### src/rtl/fifo_arb_pkg.sv
// fifo_arb_pkg: arbiter state encoding and id-width helper shared by fifo_rd_arbiter and rr_pick
package fifo_arb_pkg;
  typedef enum logic [1:0] {ARB_IDLE, ARB_GRANT, ARB_RELEASE} arb_state_t;
  function automatic int id_w(input int n);
    return $clog2(n);
  endfunction
endpackage

### src/rtl/fifo_rd_arbiter_rr_pick.sv
// rr_pick: combinational round-robin picker, first requester at or above ptr with wrap
module rr_pick #(
  parameter int N = 4,
  localparam int W = $clog2(N)
) (
  input  logic [N-1:0] req,
  input  logic [W-1:0] ptr,
  output logic [N-1:0] gnt,
  output logic [W-1:0] idx,
  output logic         any
);
  logic [W-1:0] w_j;
  always_comb begin
    idx = '0;
    w_j = '0;
    for (int k = N - 1; k >= 0; k--) begin
      w_j = W'((int'(ptr) + k) % N);
      if (req[w_j]) idx = w_j;
    end
  end
  assign any = |req;
  assign gnt = any ? N'(1) << idx : '0;
endmodule

### src/rtl/fifo_rd_arbiter.sv
// fifo_rd_arbiter: round-robin burst arbiter for the async FIFO read port with a 1-deep tagged output; FIFO_RD_ARB_PRIO0_EN gives requester 0 priority at arbitration
module fifo_rd_arbiter
  import fifo_arb_pkg::*;
#(
  parameter int NUM_REQ   = 4,
  parameter int DATA_SIZE = 8,
  parameter int BURST_LEN = 4,
  localparam int ID_W     = id_w(NUM_REQ)
) (
  input  logic                 rd_clk,
  input  logic                 rd_rst,
  input  logic                 rd_empty,
  input  logic [DATA_SIZE-1:0] rd_data,
  output logic                 rd_inc,
  input  logic [NUM_REQ-1:0]   req,
  input  logic [NUM_REQ-1:0]   out_ready,
  output logic [NUM_REQ-1:0]   gnt,
  output logic                 out_valid,
  output logic [DATA_SIZE-1:0] out_data,
  output logic [ID_W-1:0]      out_id
);
  localparam int CNT_W = $clog2(BURST_LEN + 1);
  localparam logic [CNT_W-1:0] BURST_MAX = CNT_W'(BURST_LEN);
  localparam logic [ID_W-1:0] LAST_ID = ID_W'(NUM_REQ - 1);
  arb_state_t r_state, w_state_nxt;
  logic [ID_W-1:0] r_owner, r_rr_ptr, w_pick_ptr, w_pick_idx;
  logic [NUM_REQ-1:0] r_gnt, w_pick_gnt;
  logic [CNT_W-1:0] r_cnt;
  logic r_out_valid, w_pick_any, w_end;
  logic [DATA_SIZE-1:0] r_out_data;
  logic [ID_W-1:0] r_out_id;
`ifdef FIFO_RD_ARB_PRIO0_EN
  assign w_pick_ptr = req[0] ? '0 : r_rr_ptr;
`else
  assign w_pick_ptr = r_rr_ptr;
`endif
  rr_pick #(.N(NUM_REQ)) u_pick (
    .req(req),
    .ptr(w_pick_ptr),
    .gnt(w_pick_gnt),
    .idx(w_pick_idx),
    .any(w_pick_any)
  );
  always_ff @(posedge rd_clk or posedge rd_rst) begin
    if (rd_rst) r_state <= ARB_IDLE;
    else r_state <= w_state_nxt;
  end
  // the burst ends on the cycle of its last pop so the dead time stays short
  always_comb begin
    w_end = (r_cnt + CNT_W'(rd_inc)) == BURST_MAX || !req[r_owner] || rd_empty;
    w_state_nxt = ARB_IDLE;
    if (r_state == ARB_IDLE && w_pick_any && !rd_empty) w_state_nxt = ARB_GRANT;
    if (r_state == ARB_GRANT) w_state_nxt = w_end ? ARB_RELEASE : ARB_GRANT;
  end
  always_comb begin
    gnt = r_state == ARB_GRANT ? r_gnt : '0;
    rd_inc = r_state == ARB_GRANT && !rd_empty && req[r_owner] &&
             (!r_out_valid || out_ready[r_out_id]) && r_cnt < BURST_MAX;
  end
  always_ff @(posedge rd_clk or posedge rd_rst) begin
    if (rd_rst) begin
      r_owner     <= '0;
      r_gnt       <= '0;
      r_rr_ptr    <= '0;
      r_cnt       <= '0;
      r_out_valid <= 1'b0;
      r_out_data  <= '0;
      r_out_id    <= '0;
    end else begin
      if (r_state == ARB_IDLE && w_state_nxt == ARB_GRANT) begin
        r_owner <= w_pick_idx;
        r_gnt   <= w_pick_gnt;
      end
      if (r_state == ARB_RELEASE) begin
        r_rr_ptr <= r_owner == LAST_ID ? '0 : r_owner + 1'b1;
        r_cnt    <= '0;
      end else if (rd_inc) r_cnt <= r_cnt + 1'b1;
      if (rd_inc) begin
        r_out_valid <= 1'b1;
        r_out_data  <= rd_data;
        r_out_id    <= r_owner;
      end else if (r_out_valid && out_ready[r_out_id]) r_out_valid <= 1'b0;
    end
  end
  assign out_valid = r_out_valid;
  assign out_data  = r_out_data;
  assign out_id    = r_out_id;
endmodule

### config.mk
export PLATFORM = sky130hd
export DESIGN_NAME = fifo_rd_arbiter
export DESIGN_NICKNAME = d
export VERILOG_FILES = /design/src/rtl/fifo_arb_pkg.sv /design/src/rtl/fifo_rd_arbiter_rr_pick.sv /design/src/rtl/fifo_rd_arbiter.sv
export SDC_FILE = /design/constraint.sdc
export NUM_CORES = 1
export LEC_CHECK = 0
export BUFFER_PORTS_ARGS = -buffer_cell sky130_fd_sc_hd__buf_4
export CAP_MARGIN = 40
export CORE_MARGIN = 2
export CORE_UTILIZATION = 50
export DETAILED_ROUTE_END_ITERATION = 10
export PLACE_DENSITY_LB_ADDON = 0.2
export SLEW_MARGIN = 20
export SYNTH_ARGS = -nofsm -noshare
export SYNTH_HDL_FRONTEND = slang
export SYNTH_SLANG_ARGS = --single-unit
### constraint.sdc
create_clock -name rd_clk -period 2.5 [get_ports rd_clk]
set_input_delay 0.25 -clock rd_clk [delete_from_list [all_inputs] [get_ports rd_clk]]
set_output_delay 0.25 -clock rd_clk [all_outputs]
set_load 0.05 [all_outputs]
==> results.toml, run 1 <==
[worst_setup_path]
slowest_stage = "mux4_2"
cp.arrival_ps = 2510
cp-start-kind = "flop"
path_buf_inv = 1
worstSetupPathType = "flop to flop"
critPathRequiredTime_ps = 2740
crit_top_cell = "ha_1"
cp-end-kind = "flop"
max_stage_delay_ps = 500
crit_path_max_fanout = 3
cpLargestDelayFamily = "simple AND/OR/NAND/NOR gates"
crit_chain = "mux4_2 > nand2b_4 > nand3_4 > inv_1 > ha_1 > ha_1 > xnor2_1 > or3_1 > a21oi_1"

[finish]
fin_nets = 164
n_antenna_cell = 0
multiInputGateArea_um2 = 579
regArea_um2 = 602
fin_cells = 168
areaGrowthSynthToFinish_pct = 29.2
fillCellCount = 186
drive_gt1_frac = 0.414

[sta]
setup_violations = 0
fin_setup_tns_ps = 0
finalHoldViolCount = 0
slew_viol_final = 0
fin_crit_sh = 0.907
fin_ws_ps = 233
rsz0062_at_grt = "no"
max_slew_margin = 0.736
max_freq_mhz = 441
post-route-min-period_ps = 2270
worst_slew_pin_slew_ps = 395
skew_ps = 4.31

[place]
place.port_buffers = 34
hpwlAfterDp_um = 1830
place.gp.congestion = 0.837
placed_cells = 163
pre_cts_ws_ps = 251

[global_route]
grt_pass1_vias = 907
overflow = 0
grt_pass1_wl_um = 4020
grt_max_degree = 18
antenna_found_initial = 0
track_usage = 0.203

[synth]
synth_nets = 123
synthTopCellsByArea = "dfrtp_1 49%, mux2_4 7.4%, mux2_2 4.6%"
yosysTopAreaCell = "dfrtp_1"
syn_area_mm2 = 0.00122
synth_seq_cells = 24
ys_seq_area_frac = 0.491
syn_avg_cell_area_um2 = 12.2
synth_top_area_frac = 0.491
synth_cell_types = 31
synthCells = 100
yosysWarningCount = 0

[clocking]
cts_made_buffers = 3
clock_path_buffers = 2
htree_levels = 1
cts.sinks = 24
clkLatencyLatePin_ps = 320
clk_pin_slew_ps = 120
cts_setup_buffers = 0
cts.root.buffer_cell = "clkbuf_4"
cts_tree = "yes"

[pwr]
p_sw_mw = 0.901
combPwrFrac = 0.547
leakage_nw = 0.814
seqPwrFrac = 0.353
ir_drop_uv = 880
powerDensity_mw_per_mm2 = 1260
internal_power_mw = 1.09
p_sw_frac = 0.452
total_power_mw = 1.99
clkPwrFrac = 0.100

[drt]
final_antenna_net_count = 0
wire_per_inst_um = 14.0
routed-via-count = 890
dr.first_iter.drc_count = 10
drc = 0
avgViaCountPerCell = 5.30
firstDrtPassIters = 4
drt-total-wl_um = 2350

[floorplan]
coreArea_mm2 = 0.00225
initial_utilization = 0.542
rows = 17
fp.dieW_um = 53.4
die_y_um = 53.4
fp.dieArea_mm2 = 0.00286
io_pins = 35

[job]
maxCapViolations = 0

[min_path]
hold_class = "primary input to flop"

[run_status]
status = "finished clean"
[routing by layer]
| metal | vias up | part of all wire | track usage |
|---|---|---|---|
| met4 | 0 | 0.011 | 0.0513 |
| met3 | 4 | 0.051 | 0.0593 |
| met5 | - | 0 | 0 |
| li1 | 430 | - | - |
| met1 | 431 | 0.43 | 0.254 |
| met2 | 25 | 0.50 | 0.340 |
[power groups by stage]
stage | combinational, mW | clock [mW] | sequential (mW)
after detailed placement | 1.09 | 0 | 0.709
after global placement | 1.07 | 0 | 0.693
after floorplan | 0.519 | 0 | 0.981
after global routing | 1.17 | 0.229 | 0.728
after CTS | 1.10 | 0.208 | 0.701
final | 1.09 | 0.200 | 0.703
[timing repair]
| action | in CTS | in global routing |
|---|---|---|
| hold buffers | 1 | 0 |
| hold endpoints to repair | 7 | 0 |
| gates resized for setup | 0 | 0 |
[flip-flops by register name, summed over array words and instances (netlist names)]
signal     count
r_owner        2
out_valid      1
r_state        2
r_rr_ptr       2
r_gnt          4
r_cnt          3
out_id         2
out_data       8
[cells in the mapped netlist]
| library cell | number |
|---|---|
| a211o_1 | 1 |
| a211oi_1 | 1 |
| a21o_2 | 1 |
| a21oi_1 | 3 |
| a22o_1 | 2 |
| a311oi_1 | 1 |
| and2_1 | 4 |
| buf_12 | 1 |
| clkbuf_1 | 1 |
| dfrtp_1 | 24 |
| ha_1 | 4 |
| inv_1 | 5 |
| mux2_2 | 5 |
| mux2_4 | 6 |
| mux2i_1 | 5 |
| mux4_2 | 1 |
| nand2_1 | 11 |
| nand2b_1 | 4 |
| nand2b_4 | 1 |
| nand3_1 | 1 |
| nand3_4 | 1 |
| nor2_1 | 3 |
| nor2b_1 | 2 |
| nor3_1 | 2 |
| o21ai_0 | 2 |
| o22ai_4 | 1 |
| o31ai_1 | 3 |
| o41ai_1 | 1 |
| or2_1 | 1 |
| or3_1 | 1 |
| xnor2_1 | 1 |
[cell usage in the layout (no fill, tap or decap), drive strengths merged, types with 2 or more instances in the layout]
cell / instances
nor3: 2
ha: 4
and2: 4
a21oi: 3
nand2: 11
mux2: 11
nand2b: 5
clkbuf: 4
inv: 5
o31ai: 3
nor2: 3
nand3: 2
mux2i: 5
dfrtp: 24
buf: 37
a22o: 2
nor2b: 2
o21ai: 2
[final timing paths]
path / start / endpoint / slack, ps / cells after the start
max in group asynchronous: rd_rst / r_cnt[0] / 1630 / 4
min: rd_data[7] / out_data[7] / 160 / 2
min reg2reg: r_gnt[1] / r_gnt[1] / 500 / 2
max reg2reg: out_id[0] / r_state[1] / 230 / 9
min in group asynchronous: rd_rst / out_data[7] / 460 / 3
max: out_id[0] / r_state[1] / 230 / 9
[kinds of logic after synthesis]
logic type | after synthesis | share of synthesized area
XOR/XNOR | 1 | 0.00717
buffers and inverters | 7 | 0.0348
flip-flops | 24 | 0.491
AO/OA/AOI/OAI | 16 | 0.104
multiplexers | 17 | 0.179
AND/OR/NAND/NOR | 31 | 0.142
adder cells (fa/ha/maj) | 4 | 0.0409
[per-stage QoR]
step                 util  hold slack [ps]  cell area (um2)
CTS                 0.700              149             1580
global placement    0.668              456             1510
detailed placement  0.680              255             1530
floorplan               -              265             1220
global route        0.700              136             1580
finish              0.700              155             1580
[cell type report]
| class | instances | share of cell area |
|---|---|---|
| Inverter | 5 | 0.0119 |
| Tap cell | 28 | 0.0222 |
| Clock buffer | 4 | 0.0230 |
| Multi-Input combinational cell | 69 | 0.367 |
| Timing Repair Buffer | 38 | 0.195 |
| Sequential cell | 24 | 0.381 |
No activity file was read; power rests on OpenSTA's default activity.
==> run 2, diff against run 1 <==
Settings changed: PLACE_DENSITY_LB_ADDON 0.2 to 0.1.
==> run 2 against run 1 <==
Effect of this change: routed wire length decreased by 2.0%; critical path depth unchanged; register-to-register slack is essentially flat; cell count did not move; non-clock buffer count unchanged; clock power up 39%; setup slack better by 15 ps; critical path type unchanged; largest cell class unchanged.
==> results.toml, run 2 (same netlist as run 1, synthesis figures left out) <==
[run_status]
status = "finished clean"

[sta]
setup_violations = 0
slew_viol_final = 0
skew_ps = 5.36
fin_crit_sh = 0.901
max_freq_mhz = 444
finalHoldViolCount = 0
worst_slew_pin_slew_ps = 376
rsz0062_at_grt = "no"
post-route-min-period_ps = 2250
fin_setup_tns_ps = 0
holdWs_ps = 152
max_slew_margin = 0.748

[pwr]
leakage_nw = 0.816
combPwrFrac = 0.526
powerDensity_mw_per_mm2 = 1300
ir_drop_uv = 980
clkPwrFrac = 0.135
seqPwrFrac = 0.338
p_sw_frac = 0.437
internal_power_mw = 1.16
p_sw_mw = 0.901

[min_path]
holdPathStages = 2
worstHoldStart = "rd_data[3]"
min_to = "out_data[3]"
hold_class = "primary input to flop"

[global_route]
overflow = 0
antenna_found_initial = 0
track_usage = 0.198
grt_pass1_vias = 902
grt_max_degree = 17
grt_pass1_wl_um = 4010

[place]
place.port_buffers = 34
post_dp_cell_area_mm2 = 0.00152
hpwlAfterDp_um = 1800
placed_cells = 163
place.gp.congestion = 0.777

[floorplan]
coreArea_mm2 = 0.00225
fp.dieArea_mm2 = 0.00286
die_y_um = 53.4
initial_utilization = 0.542
rows = 17
fp.dieW_um = 53.4
io_pins = 35

[finish]
drive_gt1_frac = 0.414
largest_reg_flops = 8
n_antenna_cell = 0
multiInputGateArea_um2 = 579
fin_nets = 164
mostFrequentLayoutCells = "36 x buf_4, 23 x dfrtp_1, 11 x nand2_1"
regArea_um2 = 602
fillCellCount = 179
final_common_cell = "buf_4"
fin_cells = 168
areaGrowthSynthToFinish_pct = 29.5
fin_area_mm2 = 0.00158

[worst_setup_path]
reg2reg_setup_slack_ps = 250
worstRegToRegCells = 9
cp-start-kind = "flop"
worstSetupPathType = "flop to flop"
cp.arrival_ps = 2470
cp-end-kind = "flop"
critPathRequiredTime_ps = 2720
r2r_end = "r_state[0]"
r2r-start = "out_id[0]"
crit_path_max_fanout = 3

[drt]
wire_per_inst_um = 13.7
firstDrtPassIters = 4
drc = 0
routed-via-count = 879
dr.first_iter.drc_count = 9
avgViaCountPerCell = 5.23
final_antenna_net_count = 0
drt-total-wl_um = 2300

[clocking]
clk_pin_slew_ps = 130
cts.sinks = 24
clock_path_buffers = 2
clkLatencyLatePin_ps = 310
cts_made_buffers = 3
cts.root.buffer_cell = "clkbuf_4"
cts_tree = "yes"
cts_setup_buffers = 0
htree_levels = 1

[job]
maxCapViolations = 0
run 2: repair_timing:
item                                   4_1_cts  5_1_grt
resized for setup                            0        0
hold buffers                                 1        0
endpoints found under the hold margin        8        0
run 2: worst max path at each step:
stage	endpoint	from	slack, ps
after CTS	r_state[0]	out_id[0]	230
after floorplan	r_state[0]	out_id[0]	-310
final	r_state[0]	out_id[0]	250
after detailed placement	r_state[0]	out_id[0]	260
after global routing	r_state[1]	out_id[0]	100
after global placement	r_state[0]	out_id[0]	310
run 2: cell type report:
cell class,count,share of cell area
inverters,5,0.0119
flip-flops and latches,24,0.380
multi-input cells,69,0.366
well taps,28,0.0221
clock inverters,1,0.0190
repair buffers,38,0.187
clock buffers,3,0.0142
run 2: worst max-delay path: stages (launching register included):
cell,delay (ps)
dfrtp_2,400
mux4_2,510
nand2b_4,170
nand3_4,50
inv_1,60
ha_1,210
ha_1,270
or3_1,360
nand3_1,90
nand2_1,50
run 2: per-stage QoR:
| step | total power, mW | util | setup WS, ps |
|---|---|---|---|
| 2_1_floorplan | 1.50 | - | -310 |
| 3_3_place_gp | 1.77 | 0.668 | 310 |
| 3_5_place_dp | 1.80 | 0.674 | 258 |
| 4_1_cts | 2.08 | 0.702 | 232 |
| 5_1_grt | 2.21 | 0.702 | 103 |
| 6_report | 2.06 | 0.702 | 248 |
run 2: power by group through the flow:
stage | clock (mW) | sequential, mW | combinational (mW)
2_1_floorplan | 0 | 0.981 | 0.519
3_3_place_gp | 0 | 0.696 | 1.07
3_5_place_dp | 0 | 0.705 | 1.09
4_1_cts | 0.284 | 0.698 | 1.10
5_1_grt | 0.304 | 0.732 | 1.17
6_report | 0.279 | 0.697 | 1.09
run 2: per-layer routing:
metal | up-vias | global-route usage | part of all wire
met1 | 408 | 0.267 | 0.46
met5 | - | 0 | 0
met4 | 0 | 0.111 | 0.016
met2 | 36 | 0.300 | 0.46
li1 | 431 | - | -
met3 | 4 | 0.0311 | 0.063
==> run 3, diff against run 2 <==
Settings changed: SETUP_SLACK_MARGIN set to 0.5.
==> run 3 against run 2 <==
Effect of this change: first-iteration DRC count is 33% lower; largest power group unchanged; sequential cell count unchanged; fmax up 3.3%; cell area grew 4.7%; clock-buffer cell count is the same; cell count increased by 1.8%; die area unchanged; critical endpoint unchanged; register-to-register slack gained 70 ps; clock power hardly changed; via count is 2.7% higher; critical path depth up 1.
==> results.toml, run 3 (same netlist as run 1, synthesis figures left out) <==
[place]
place.gp.congestion = 0.777
post_dp_cell_area_mm2 = 0.00152
pre_cts_ws_ps = 258
placed_cells = 163
hpwlAfterDp_um = 1800
place.port_buffers = 34

[floorplan]
die_y_um = 53.4
fp.dieW_um = 53.4
fp.dieArea_mm2 = 0.00286
coreArea_mm2 = 0.00225
initial_utilization = 0.542
io_pins = 35
rows = 17

[finish]
fin_nets = 167
final_common_cell = "buf_4"
fin_area_mm2 = 0.00166
fillCellCount = 166
largest_reg_flops = 8
mostFrequentLayoutCells = "37 x buf_4, 23 x dfrtp_1, 11 x nand2_1"
final_util = 0.735
areaGrowthSynthToFinish_pct = 35.6
fin_cells = 171
n_antenna_cell = 0
drive_gt1_frac = 0.469

[global_route]
track_usage = 0.203
grt_pass1_vias = 921
globalRouteMet2Util = 0.311
grt_max_degree = 17
antenna_found_initial = 0
use_met3 = 0.0311
grt_pass1_wl_um = 4110
overflow = 0
gr-usage-met1 = 0.274
busiest_layer = "met2"

[pwr]
powerDensity_mw_per_mm2 = 1280
ir_drop_uv = 968
total_power_mw = 2.12
leakage_nw = 0.830

[worst_setup_path]
crit_top_cell = "ha_4"
startpoint = "out_id[0]"
critPathRequiredTime_ps = 2720
cp-start-kind = "flop"
cp-end-kind = "flop"
crit_path_max_fanout = 2
crit_chain = "mux4_2 > nand2b_4 > nand3_4 > inv_4 > ha_4 > ha_4 > xnor2_1 > or3_4 > nand3_2 > nand2_1"
max_stage_delay_ps = 500
slowest_stage = "mux4_2"
worstSetupPathType = "flop to flop"
path_buf_inv = 1
r2r-start = "out_id[0]"
cp.arrival_ps = 2400
cpLargestDelayFamily = "simple AND/OR/NAND/NOR gates"

[sta]
fin_crit_sh = 0.872
slew_viol_final = 0
holdWs_ps = 152
post-route-min-period_ps = 2180
rsz0062_at_grt = "yes"
finalHoldViolCount = 0
fin_ws_ps = 321
worst_slew_pin_slew_ps = 400
setup_violations = 0
max_freq_mhz = 459
max_slew_margin = 0.733
skew_ps = 5.43
fin_setup_tns_ps = 0

[run_status]
status = "finished clean"

[drt]
dr.first_iter.drc_count = 6
routed-via-count = 903
final_antenna_net_count = 0
drc = 0
wire_per_inst_um = 14.2
drt-total-wl_um = 2430
firstDrtPassIters = 4
avgViaCountPerCell = 5.28

[clocking]
clock_path_buffers = 2
cts_made_buffers = 3
cts.root.buffer_cell = "clkbuf_4"
cts_tree = "yes"
htree_levels = 1
clk_pin_slew_ps = 130
cts.sinks = 24
clkLatencyLatePin_ps = 310

[min_path]
worstHoldStart = "rd_data[2]"
hold_class = "primary input to flop"

[job]
maxCapViolations = 0
run 3: path summary, 6_finish.rpt:
check / endpoint / slack, ps / cells after the start
min in group asynchronous: out_data[6] / 440 / 3
hold reg to reg: r_gnt[1] / 500 / 2
max in group asynchronous: r_owner[0] / 1630 / 4
setup reg to reg: r_state[0] / 320 / 10
setup / recovery: r_state[0] / 320 / 10
hold / removal: out_data[2] / 150 / 2
run 3: what timing repair did:
| item | in CTS | in global routing |
|---|---|---|
| endpoints found under the hold margin | 8 | 0 |
| endpoints found under the setup margin | 2 | 3 |
| hold buffers | 1 | 0 |
| pin swaps | 4 | 1 |
| buffers inserted | 2 | 1 |
| resized for setup | 6 | 6 |
run 3: area by class of cell:
cell class	count	area, um2	area share
clock buffer	3	22.5	0.0136
clock inverter	1	30.0	0.0181
inverter	5	21.3	0.0128
timing repair buffer	41	329	0.198
tap	28	35.0	0.0211
multi-input combinational	69	618	0.373
sequential	24	602	0.363
run 3: metal layers:
layer  vias to the layer above  wire length (um)
li1                        439                 -
met1                       421              1090
met2                        37              1120
met3                         6               158
met4                         0                55
met5                         -                 0
run 3: worst reg2reg max path, cell delays in order (launching register included):
cell	delay, ps
dfrtp_2	390
mux4_2	500
nand2b_4	170
nand3_4	70
inv_4	40
ha_4	160
ha_4	150
xnor2_1	120
or3_4	350
nand3_2	80
nand2_1	50
run 3: power breakdown:
part,switching [mW],internal [mW]
Combinational,0.670,0.475
Sequential,0.143,0.558
Clock,0.117,0.162
Total,0.930,1.19
